[src/rtl/tcm_loader.sv]
// tcm_loader: streams a byte image into tcm_mem through the mem_d_* write port,
// packing bytes little-endian into strobed 32-bit writes with in-order tags,
// and holds the core in reset until every write has been acknowledged.
`timescale 1ns/1ps
module tcm_loader #(
   parameter logic [31:0] BASE_ADDR       = 32'h0000_0000,
   parameter int unsigned MAX_OUTSTANDING = 4,
   parameter int unsigned LEN_W           = 20
) (
   input  logic             clk_i,
   input  logic             rst_i,
   input  logic             start_i,
   input  logic [LEN_W-1:0] length_i,
   input  logic             byte_valid_i,
   input  logic [7:0]       byte_data_i,
   output logic             byte_ready_o,
   output logic [31:0]      mem_d_addr_o,
   output logic [31:0]      mem_d_data_wr_o,
   output logic             mem_d_rd_o,
   output logic [3:0]       mem_d_wr_o,
   output logic             mem_d_cacheable_o,
   output logic [10:0]      mem_d_req_tag_o,
   output logic             mem_d_invalidate_o,
   output logic             mem_d_writeback_o,
   output logic             mem_d_flush_o,
   input  logic             mem_d_accept_i,
   input  logic             mem_d_ack_i,
   input  logic             mem_d_error_i,
   input  logic [10:0]      mem_d_resp_tag_i,
   input  logic [31:0]      mem_d_data_rd_i,
   output logic             busy_o,
   output logic             done_o,
   output logic             error_o,
   output logic             core_rst_o
);

   localparam int unsigned TAG_W = 11;
   localparam int unsigned OUT_W = 5;

   typedef enum logic [1:0] {
      ST_IDLE  = 2'd0,
      ST_LOAD  = 2'd1,
      ST_DRAIN = 2'd2,
      ST_DONE  = 2'd3
   } state_t;

   state_t             r_state;
   state_t             w_state_next;

   logic [LEN_W-1:0]   r_bytes_left, w_bytes_left_next;
   logic [1:0]         r_lane,       w_lane_next;
   logic [31:0]        r_word,       w_word_next;
   logic [31:0]        r_addr,       w_addr_next;
   logic [31:0]        r_req_addr,   w_req_addr_next;
   logic [31:0]        r_req_data,   w_req_data_next;
   logic [3:0]         r_req_wr,     w_req_wr_next;
   logic [TAG_W-1:0]   r_tag,        w_tag_next;
   logic [TAG_W-1:0]   r_exp_tag,    w_exp_tag_next;
   logic [OUT_W-1:0]   r_outstanding, w_out_next;
   logic               r_error,      w_error_next;
   logic               r_byte_ready, w_ready_next;
   logic               r_busy;
   logic               r_done;
   logic               r_core_rst;

   logic               w_acc;
   logic               w_ack;
   logic               w_byte_fire;
   logic [31:0]        w_filled;
   logic [3:0]         w_strobe;
   logic               w_unused_rd;

   // Read data is never consumed by a write-only initiator.
   assign w_unused_rd = ^mem_d_data_rd_i;

   // State register.
   always_ff @(posedge clk_i) begin
      if (rst_i) begin
         r_state <= ST_IDLE;
      end else begin
         r_state <= w_state_next;
      end
   end

   // Next-state, packing, request hold, tag and outstanding bookkeeping.
   always_comb begin
      w_state_next      = r_state;
      w_bytes_left_next = r_bytes_left;
      w_lane_next       = r_lane;
      w_word_next       = r_word;
      w_addr_next       = r_addr;
      w_req_addr_next   = r_req_addr;
      w_req_data_next   = r_req_data;
      w_req_wr_next     = r_req_wr;
      w_tag_next        = r_tag;
      w_exp_tag_next    = r_exp_tag;
      w_out_next        = r_outstanding;
      w_error_next      = r_error;

      w_acc       = (r_req_wr != 4'b0000) && mem_d_accept_i;
      w_ack       = mem_d_ack_i && (r_state != ST_IDLE);
      w_byte_fire = r_byte_ready && byte_valid_i;
      w_filled    = r_word | (32'(byte_data_i) << {r_lane, 3'b000});
      w_strobe    = 4'((5'd2 << r_lane) - 5'd1);

      // Accepted request: retire it and advance the request tag.
      if (w_acc) begin
         w_req_wr_next = 4'b0000;
         w_tag_next    = r_tag + TAG_W'(1);
      end

      // Responses must arrive in issue order and without error.
      if (w_ack) begin
         w_exp_tag_next = r_exp_tag + TAG_W'(1);
         if ((mem_d_resp_tag_i != r_exp_tag) || mem_d_error_i) begin
            w_error_next = 1'b1;
         end
      end

      // Outstanding count; a simultaneous accept and ack cancel out.
      case ({w_acc, w_ack})
         2'b10: w_out_next = r_outstanding + OUT_W'(1);
         2'b01: begin
            if (r_outstanding == OUT_W'(0)) begin
               w_error_next = 1'b1;
            end else begin
               w_out_next = r_outstanding - OUT_W'(1);
            end
         end
         default: ;
      endcase

      // Byte intake: a full word or the final byte becomes a held request.
      if (w_byte_fire) begin
         w_bytes_left_next = r_bytes_left - LEN_W'(1);
         if ((r_lane == 2'd3) || (r_bytes_left == LEN_W'(1))) begin
            w_req_addr_next = r_addr;
            w_req_data_next = w_filled;
            w_req_wr_next   = w_strobe;
            w_addr_next     = r_addr + 32'd4;
            w_word_next     = 32'h0;
            w_lane_next     = 2'd0;
         end else begin
            w_word_next = w_filled;
            w_lane_next = r_lane + 2'd1;
         end
      end

      case (r_state)
         ST_IDLE: begin
            if (start_i) begin
               if (length_i == '0) begin
                  w_state_next = ST_DONE;
               end else begin
                  w_state_next      = ST_LOAD;
                  w_bytes_left_next = length_i;
                  w_lane_next       = 2'd0;
                  w_word_next       = 32'h0;
                  w_addr_next       = BASE_ADDR;
               end
            end
         end
         ST_LOAD: begin
            // A same-cycle ack of the last write lets DONE follow immediately.
            if (w_acc && (r_bytes_left == '0)) begin
               w_state_next = (w_out_next == OUT_W'(0)) ? ST_DONE : ST_DRAIN;
            end
         end
         ST_DRAIN: begin
            if (w_out_next == OUT_W'(0)) begin
               w_state_next = ST_DONE;
            end
         end
         default: ;
      endcase

      w_ready_next = (w_state_next == ST_LOAD) && (w_bytes_left_next != '0) &&
                     (w_req_wr_next == 4'b0000) &&
                     (w_out_next < OUT_W'(MAX_OUTSTANDING));
   end

   // Datapath and registered status outputs.
   always_ff @(posedge clk_i) begin
      if (rst_i) begin
         r_bytes_left  <= '0;
         r_lane        <= 2'd0;
         r_word        <= 32'h0;
         r_addr        <= BASE_ADDR;
         r_req_addr    <= 32'h0;
         r_req_data    <= 32'h0;
         r_req_wr      <= 4'b0000;
         r_tag         <= '0;
         r_exp_tag     <= '0;
         r_outstanding <= '0;
         r_error       <= 1'b0;
         r_byte_ready  <= 1'b0;
         r_busy        <= 1'b0;
         r_done        <= 1'b0;
         r_core_rst    <= 1'b1;
      end else begin
         r_bytes_left  <= w_bytes_left_next;
         r_lane        <= w_lane_next;
         r_word        <= w_word_next;
         r_addr        <= w_addr_next;
         r_req_addr    <= w_req_addr_next;
         r_req_data    <= w_req_data_next;
         r_req_wr      <= w_req_wr_next;
         r_tag         <= w_tag_next;
         r_exp_tag     <= w_exp_tag_next;
         r_outstanding <= w_out_next;
         r_error       <= w_error_next;
         r_byte_ready  <= w_ready_next;
         r_busy        <= (w_state_next == ST_LOAD) || (w_state_next == ST_DRAIN);
         r_done        <= (w_state_next == ST_DONE);
         r_core_rst    <= (w_state_next != ST_DONE);
      end
   end

   assign byte_ready_o       = r_byte_ready;
   assign mem_d_addr_o       = r_req_addr;
   assign mem_d_data_wr_o    = r_req_data;
   assign mem_d_wr_o         = r_req_wr;
   assign mem_d_req_tag_o    = r_tag;
   assign mem_d_rd_o         = 1'b0;
   assign mem_d_cacheable_o  = 1'b0;
   assign mem_d_invalidate_o = 1'b0;
   assign mem_d_writeback_o  = 1'b0;
   assign mem_d_flush_o      = 1'b0;
   assign busy_o             = r_busy;
   assign done_o             = r_done;
   assign error_o            = r_error;
   assign core_rst_o         = r_core_rst;

endmodule

[config.mk]
export PLATFORM = sky130hd
export DESIGN_NAME = tcm_loader
export DESIGN_NICKNAME = d
export VERILOG_FILES = /design/src/rtl/tcm_loader.sv
export SDC_FILE = /design/constraint.sdc
export NUM_CORES = 1
export LEC_CHECK = 0
export BUFFER_PORTS_ARGS = -buffer_cell sky130_fd_sc_hd__buf_2
export CAP_MARGIN = 10
export CORE_UTILIZATION = 45
export DETAILED_ROUTE_END_ITERATION = 12
export PLACE_DENSITY = 0.74
export SYNTH_ARGS = -nofsm -noshare
export SYNTH_HDL_FRONTEND = slang
export SYNTH_SLANG_ARGS = --single-unit
[constraint.sdc]
create_clock -name clk_i -period 5.6 [get_ports clk_i]
set_clock_uncertainty 0.05 [all_clocks]
set_input_delay 1.12 -clock clk_i [delete_from_list [all_inputs] [get_ports clk_i]]
set_output_delay 1.12 -clock clk_i [all_outputs]
set_load 0.005 [all_outputs]
; ---- Word-level counts from Yosys, hierarchy flattened
; Cells that the tools add are included.
[totals]
ff_bits = 188
input_bits = 78
out_inout_bits = 89
elab_cells = 93
[op_classes]
addsub = 8
order_cmp = 1
n_eq_ne = 11
n_shift = 2
muxes = 34
bitwise = 1
reduce_logical = 20
[op_table]
columns = cell, count
row1 = two-way mux 32 bit, 10
row2 = two-way mux 20 bit, 4
row3 = logical NOT 20 bit, 2
row4 = "adder 32 x 3 -> 32 bit, second input constant", 1
row5 = OR 32 bit, 1
row6 = left shift 8 x 5 -> 32 bit, 1
row7 = "adder 11 x 1 -> 11 bit, second input constant", 2
row8 = "== test 20 x 1 -> 1 bit, second input constant", 1
row9 = nonzero test 20 bit, 1
row10 = "subtractor 20 x 1 -> 20 bit, second input constant", 1
row11 = two-way mux 2 bit, 9
row12 = two-way mux 4 bit, 3
row13 = != test 11 bit, 1
row14 = "== test 2 bit, second input constant", 5
row15 = logical NOT 5 bit, 2
row16 = one-hot mux 5 bit (2 select lines), 1
row17 = logical AND 1 bit, 7
row18 = "== test 2 x 1 -> 1 bit, second input constant", 3
row19 = one-hot mux 2 bit (3 select lines), 1
row20 = "adder 5 x 1 -> 5 bit, second input constant", 1
row21 = "< comparator 5 x 3 -> 1 bit, second input constant", 1
row22 = two-way mux 1 bit, 5
row23 = two-way mux 5 bit, 1
row24 = "subtractor 5 x 1 -> 5 bit, second input constant", 1
row25 = 10 further kinds, 12

; ---- Longest topological paths before layout
; Gate-level depths: netlist of run 1.
[depth]
depth_word = 12
depth_mapped = 15
mapped_depth_nobuf = 14

; ---- Least setup slack after synthesis of run 1
; Ideal clock, no wire load.
[synth_path]
kind = input to register
start = in mem_d_accept_i
end = reg r_byte_ready (netlist: byte_ready_o)
setup_ns = 0.074
t_arrival_ns = 3.608
required_ns = 5.476
setup_slack_ns = 1.868
path_stages = 15
n_path_buf = 1
cell_sequence = inv_1 > a21oi_1 > inv_1 > ha_1 > clkbuf_1 > nor2_1 > a31oi_1 > o211ai_1 > nor4_2 > a32oi_1 > nor2_1 > ha_1 > nor2b_1 > o2111ai_1 > a31oi_1
[synth_via]
elab_chain_len = 11
elab_cells_between_ends = 19
cone_classes = 1 x order compare / 3 x eq/ne / 8 x mux / 7 x reduce/logical
[synth_rtl]
columns = element, line
row1 = "start, declared", 26  ; input logic mem_d_accept_i,
row2 = logical AND 1 bit (*), 100  ; w_acc = (r_req_wr != 4'b0000) && mem_d_accept_i;
row3 = net w_acc, 66  ; logic w_acc;
row4 = == test 2 x 1 -> 1 bit or == test 2 bit (tied branches), 121  ; case ({w_acc, w_ack})
row5 = one-hot mux 5 bit (2 select lines), 121
row6 = logical NOT 5 bit, "166, 170"
row7 = two-way mux 1 bit, 166  ; w_state_next = (w_out_next == OUT_W'(0)) ? ST_DONE : ST_DRAIN;
row8 = two-way mux 2 bit, 165  ; if (w_acc && (r_bytes_left == '0)) begin
row9 = one-hot mux 2 bit (3 select lines) (*), 149  ; case (r_state)
row10 = net w_state_next[0], 48  ; state_t w_state_next;
row11 = == test 2 x 1 -> 1 bit (*), 177  ; w_ready_next = (w_state_next == ST_LOAD) && (w_bytes_left_next != '0) &&
row12 = logical AND 1 bit (*) (2 in series), 177
row13 = logical AND 1 bit (*), 178  ; (w_req_wr_next == 4'b0000) &&
row14 = "end signal, assigned", 212  ; r_byte_ready <= w_ready_next;
row15 = "end, declared", 61  ; logic r_byte_ready, w_ready_next;
; Mark *: on every way through the listed nets, which the timed path passes. The rest lies on a longest branch.
; A chain may end at the register's enable or synchronous reset.

; ---- Final worst setup path of run 1
; Ends and elaborated chain as after synthesis.

==> impl_metrics.csv, run 1 <==
group,metric,value,unit
clock_tree,clkTransAtPathRegs,70,ps
worst_setup_path,worstSetupEndpointType,"flop",
routing,detail-route-antenna-nets,0,
layout,most-common-layout-cells,"184 x dfxtp_1, 157 x nor2_1, 126 x buf_2, 107 x nand2_1, 84 x a21oi_1",
global_route,grt.overflow.total,0,
clock_tree,tritoncts,"done",
layout,multi_input_comb_area,0.00404,mm2
routing,avgViaCountPerCell,5.28,
worst_setup_path,critical_path_required,5910,ps
worst_setup_path,rr_endpoint,"byte_ready_o",
layout,layout_fillers,1646,
clock_tree,post_cts_hold_buffer_count,0,
worst_setup_path,crit-reg2reg-launch,"mem_d_wr_o[2]",
clock_tree,post_cts_resize_count,0,
worst_setup_path,worst-r2r-setup-slack,2500,ps
power,vdd_drop_max,0.000241,V
synthesis,ys_types,58,
routing,initialDrtViolationCount,405,
timing,hold-worst-slack,400,ps
clock_tree,cts-htree-levels,4,
worst_setup_path,worst_path_class_setup,"in -> reg",
routing,num_vias,6859,
clock_tree,cts-buffers-inserted,17,
outcome,outcome,"finished clean",
power,power.density,288,mW/mm2
timing,finalCritPeriodShare,60.5,%
layout,area_growth,15.0,%
worst_hold_path,min_path_type,"reg -> reg",
job,cap_violations,0,
floorplan,placement_rows,48,
global_route,wire_length_of_the_first_global_routing_pass,30000,um
synthesis,syn-cell-area,0.00811,mm2
layout,layout_commonest_cell,"dfxtp_1",
worst_setup_path,reg2reg_depth,15,
worst_hold_path,hold_path.startpoint,"mem_d_addr_o[14]",
floorplan,ioPinCount,167,
timing,timing_worst_slew_pin_value,1060,ps
floorplan,fp.dieArea,0.0186,mm2
floorplan,dieWidth,136,um
placed_design,portBuffers,127,
layout,layout.area.seq,0.00368,mm2
timing,drv_slew,0,
synthesis,postSynth.asyncResetShare,0,%
placed_design,gp_congestion,0.814,
synthesis,syn_inst,964,
clock_tree,max-clock-path-buffers,2,
worst_hold_path,timing.hold.worst_path_depth,2,
worst_setup_path,worst_setup_path_start_kind,"input pin",
synthesis,synth.ff_latch_count,184,
routing,wl,18400,um
routing,drcViolationCount,0,
synthesis,synth_flop_type,"dfxtp_1",
layout,net_count_final,1154,
placed_design,dp_hpwl,12500,um
synthesis,yosysWarnings,0,
clock_tree,clock_latency,430,ps
timing,max_freq,0.295,GHz
layout,final_layout_size_suffix_gt1_share,17.0,%
global_route,pin_count_of_the_biggest_net_entering_global_routing,72,
worst_setup_path,critPathArrivalTime,3700,ps
synthesis,synth-edff-count,0,
routing,detail_route.first_pass.iterations,5,
floorplan,core_area,0.0174,mm2
synthesis,syn_avg_cell_area,8.41,um2
timing,layout_min_cycle_time,3390,ps
timing,grt_setup_unrepaired,"no",
global_route,via_count_of_the_first_global_routing_pass,6145,
timing,worst_slew_margin_rel,29.2,%
floorplan,die_height,136,um
layout,num_antenna_cells,0,
timing,hold_viol,0,
global_route,initial_antenna_violation_count,0,
synthesis,ys_seq_area_share,45.4,%
timing,setup_total_negative_slack,0,ps
power,p_leak,3.61,nW
clock_tree,post_cts_buffers,0,
worst_setup_path,worstPathMaxFanout,10,
timing,report.final.setup_viol,0,
floorplan,start_util,46.6,%
clock_tree,cts.sink_count,184,
clock_tree,cts_root_buf,"clkbuf_16",
routing,detail_route.wl_per_cell,14.2,um
global_route,grt_util_all_layers,20.4,%
worst_hold_path,worst_hold_path.endpoint,"mem_d_addr_o[14]",
[registers in the layout, indices dropped and copies added (netlist names), 5 cells and up]
| signal | cells |
|---|---|
| mem_d_data_wr_o | 32 |
| r_word | 32 |
| mem_d_addr_o | 30 |
| r_addr | 30 |
| r_bytes_left | 20 |
| mem_d_req_tag_o | 11 |
| r_exp_tag | 11 |
| r_outstanding | 5 |
[report_power, final]
| group | switching (W) | internal, W | leakage, nW |
|---|---|---|---|
| Combinational | 0.000112 | 0.0000666 | 1.84 |
| Clock | 0.000538 | 0.000618 | 0.283 |
| Sequential | 0.0000239 | 0.00133 | 1.49 |
[synth_stat cells (all sizes together) (2+ instances only)]
cell type    n  area, um2
dfxtp      184       3680
nor2       159        602
nand2      108        408
a21oi       84        420
nor3        57        297
xor2        47        412
a211oi      45        338
buf         39        270
xnor2       26        228
nand3       25        125
clkbuf      23       86.3
inv         17       63.8
ha          16        200
nand4       16        100
nor4        16        140
o21ai       13       65.1
and3        10       62.6
and2         8       50.1
nor2b        8       50.1
nand2b       7       43.8
or3          7       43.8
a31oi        6       52.6
and4         4       35.0
nor3b        4       52.6
o21a         4       30.0
nand3b       3       22.5
a21o         2       15.0
a22oi        2       15.0
a32oi        2       17.5
mux2i        2       20.0
o211ai       2       15.0
o31a         2       17.5
or2          2       12.5
[area by class of cell]
| cell class | instances | area share, % |
|---|---|---|
| Clock buffer | 20 | 5.01 |
| Timing Repair Buffer | 133 | 7.33 |
| Multi-Input combinational cell | 707 | 43.3 |
| Inverter | 17 | 0.684 |
| Clock inverter | 12 | 1.15 |
| Sequential cell | 184 | 39.5 |
| Tap cell | 225 | 3.02 |
[cells by family after synthesis]
family          synth area share [%]
fa+ha+maj                       2.47
compound gates                  13.0
other cells                   0.0463
mux                            0.247
xor+xnor                        7.89
buf+inv                         5.19
simple gates                    25.8
flops                           45.4
[metal layers]
layer,GRT usage (%),routed length (um)
met2,33.2,8770
met4,5.43,171
met5,0,0
met1,27.3,8810
met3,4.21,695
[critical path, cell delays in order]
cell and delay [ps]:
buf_2 90, inv_1 70, a21oi_1 160, inv_1 70, ha_1 450, nor2_1 100
a31oi_1 170, o211ai_1 140, nor4_2 350, a32oi_1 160, nor2_1 170, ha_1 170
nor2b_1 130, o2111ai_1 170, a31oi_1 170
[per-stage QoR]
stage	instance area [um2]	utilization [%]	total power [W]	cells	setup WS [ps]
final	9320	53.5	0.00268	1298	2210
after CTS	9320	53.5	0.00271	1298	2170
after detailed placement	8750	50.2	0.00156	1266	1730
after global routing	9320	53.5	0.00279	1298	1980
after floorplan	8130	-	0.00151	970	1870
after global placement	8750	50.2	0.00155	1266	1760
[how the worst max path moves through the flow]
stage,startpoint,to
after floorplan,mem_d_accept_i,byte_ready_o
after global placement,mem_d_accept_i,byte_ready_o
after detailed placement,mem_d_accept_i,byte_ready_o
after CTS,mem_d_accept_i,byte_ready_o
after global routing,mem_d_accept_i,byte_ready_o
final,mem_d_accept_i,byte_ready_o
Note: power is estimated with default switching activity, not from simulation.
==> inputs of run 2 (changes only) <==
ABC_AREA = 1   (was default)
PLACE_DENSITY = 0.76   (was 0.74)
clock period = 2.74 ns   (was 5.6 ns; I/O delays follow)
==> impl_metrics.csv, run 2 <==
group,metric,value,unit
outcome,outcome,"finished clean",
worst_setup_path,critical_path_required,3060,ps
floorplan,die_height,141,um
global_route,wire_length_of_the_first_global_routing_pass,34800,um
power,switching_share,25.1,%
synthesis,ys_seq_area_share,42.6,%
synthesis,synth_largest_area_cell,"dfxtp_1",
layout,post_route_utilization,54.3,%
power,p_seq_share,48.6,%
worst_hold_path,min_path_type,"in -> reg",
clock_tree,tritoncts,"done",
worst_setup_path,worst_path_class_setup,"reg -> reg",
clock_tree,cts-buffers-inserted,17,
timing,max_freq,0.389,GHz
synthesis,postSynth.asyncResetShare,0,%
layout,layout_fillers,1816,
worst_setup_path,critPathArrivalTime,2890,ps
layout,layout.area.seq,0.00369,mm2
timing,drv_slew,0,
routing,detail_route.wl_per_cell,13.0,um
synthesis,yosys-top-cells-area,"dfxtp_1 43%, nor2_1 10%, nand2_1 9.2%",
synthesis,syn_inst,1227,
global_route,grt.overflow.total,0,
synthesis,synthMostInstantiatedCell,"nor2_1",
synthesis,syn-cell-area,0.00864,mm2
power,switching_power,0.00142,W
layout,final_layout_size_suffix_gt1_share,17.1,%
clock_tree,post_cts_hold_buffer_count,0,
worst_setup_path,worstSetupEndpointType,"flop",
layout,area_growth,17.8,%
floorplan,fp.dieArea,0.0198,mm2
timing,hold-worst-slack,341,ps
power,p_leak,4.58,nW
timing,fin_ws,169,ps
floorplan,placement_rows,50,
routing,detail-route-antenna-nets,0,
timing,layout_min_cycle_time,2570,ps
power,power_report.internal_total,0.00424,W
layout,net_count_final,1451,
clock_tree,clkTransAtPathRegs,60,ps
global_route,grt_util_all_layers,21.7,%
global_route,via_count_of_the_first_global_routing_pass,7403,
power,part_of_the_power_in_the_clock_network,42.1,%
synthesis,synth_flop_type,"dfxtp_1",
timing,finalCritPeriodShare,93.8,%
synthesis,syn_avg_cell_area,7.04,um2
routing,num_vias,8043,
clock_tree,max-clock-path-buffers,2,
clock_tree,clock_latency,430,ps
routing,wl,20800,um
timing,report.final.setup_viol,0,
routing,initialDrtViolationCount,487,
synthesis,synth_largest_type_area_fraction,42.6,%
power,power.density,555,mW/mm2
synthesis,synth.ff_latch_count,184,
layout,most-common-layout-cells,"230 x nor2_1, 212 x nand2_1, 180 x dfxtp_1, 128 x inv_1, 127 x buf_2",
placed_design,portBuffers,127,
floorplan,core_area,0.0188,mm2
clock_tree,cts-htree-levels,4,
clock_tree,cts_root_buf,"clkbuf_16",
placed_design,dp_slack,-134,ps
layout,multi_input_comb_area,0.00423,mm2
timing,hold_viol,0,
job,cap_violations,0,
placed_design,gp_congestion,0.931,
synthesis,synth_commonest_cells,"233 x nor2_1, 212 x nand2_1, 184 x dfxtp_1",
clock_tree,cts.sink_count,184,
floorplan,dieWidth,141,um
layout,num_antenna_cells,0,
synthesis,ys_types,43,
routing,avgViaCountPerCell,5.02,
worst_setup_path,worst_setup_path_start_kind,"flop",
placed_design,dp_hpwl,14900,um
synthesis,synth-edff-count,0,
global_route,initial_antenna_violation_count,0,
floorplan,ioPinCount,167,
floorplan,start_util,46.1,%
layout,layout_commonest_cell,"nor2_1",
power,vdd_drop_max,0.000427,V
routing,detail_route.first_pass.iterations,5,
routing,drcViolationCount,0,
synthesis,yosysWarnings,0,
global_route,pin_count_of_the_biggest_net_entering_global_routing,41,
power,combinationalPowerShare,9.2,%
worst_setup_path,worstPathMaxFanout,7,
-- run 2: changes by cell type in the layout (fill, tap and decap cells not counted), moves of 17 or more --
cell      before  now
o21ai_0       12  126
inv_1         17  128
nand2_1      107  212
nor2_1       157  230
a211oi_1      45    5
nor3_1        56   17
o21bai_1       1   31
a21oi_1       84   57
nand3_1       25   52
xnor2_1       26    2
buf_4          7   28
xor2_1        47   30
-- run 2: what timing repair did --
item,in CTS,in global routing
setup buffers,0,2
resized for setup,0,24
endpoints found under the setup margin,0,2
-- run 2: stage by stage --
step	cell area, um2	std cells	total power (W)	TNS, ps
2_1_floorplan	8670	1233	0.00316	0
3_3_place_gp	9560	1570	0.00331	-71.3
3_5_place_dp	9560	1570	0.00332	-134
4_1_cts	10100	1601	0.00570	0
5_1_grt	10200	1603	0.00590	-22.8
6_report	10200	1603	0.00566	0
-- run 2: power by group through the flow --
stage | Combinational [W] | Clock, W | Sequential, W
final | 0.000522 | 0.00238 | 0.00275
after detailed placement | 0.000508 | 0 | 0.00281
after floorplan | 0.000356 | 0 | 0.00280
after CTS | 0.000514 | 0.00244 | 0.00275
after global placement | 0.000503 | 0 | 0.00281
after global routing | 0.000596 | 0.00255 | 0.00275
-- run 2: cells by family after synthesis --
kind of cell | synth area share (%)
AO/OA/AOI/OAI | 15.0
adder cells (fa/ha/maj) | 2.32
XOR/XNOR | 3.24
buffers and inverters | 9.13
flip-flops | 42.6
AND/OR/NAND/NOR | 27.6
other | 0.0434
-- run 2: worst paths after layout --
kind | slack, ps | start | endpoint | depth (start not counted)
max reg2reg | 170 | mem_d_wr_o[0] | byte_ready_o | 21
max | 170 | mem_d_wr_o[0] | byte_ready_o | 21
min | 340 | rst_i | mem_d_addr_o[2] | 2
min reg2reg | 400 | r_exp_tag[9] | r_exp_tag[9] | 1
-- run 2: layer usage --
metal  part of all wire [%]  global-route usage [%]
met4                    1.8                    6.35
met1                     47                    28.5
met2                     46                    36.2
met3                    5.3                    4.35
met5                      0                       0
-- run 2: critical path, stage by stage, from the launching register on --
cell and delay (ps):
dfxtp_2 340, nor2_4 120, a31oi_4 110, buf_6 150, ha_2 180, o21ai_0 70, a21oi_1 50, nand3b_1 160
nand2_1 100, nand3_1 80, nor2_1 130, nand2_1 80, nand2_1 60, nand2_1 60, nand2_1 80, ha_1 140
inv_1 40, nor2_1 80, nand4_1 100, nor2_1 130, nand3_1 90, a21oi_1 120
-- run 2: area by class of cell --
cell class | instances | area share [%]
multi-input combinational | 854 | 41.5
sequential | 184 | 36.2
timing repair buffer | 157 | 8.61
inverter | 143 | 5.29
clock buffer | 19 | 4.25
tap | 234 | 2.87
clock inverter | 12 | 1.27
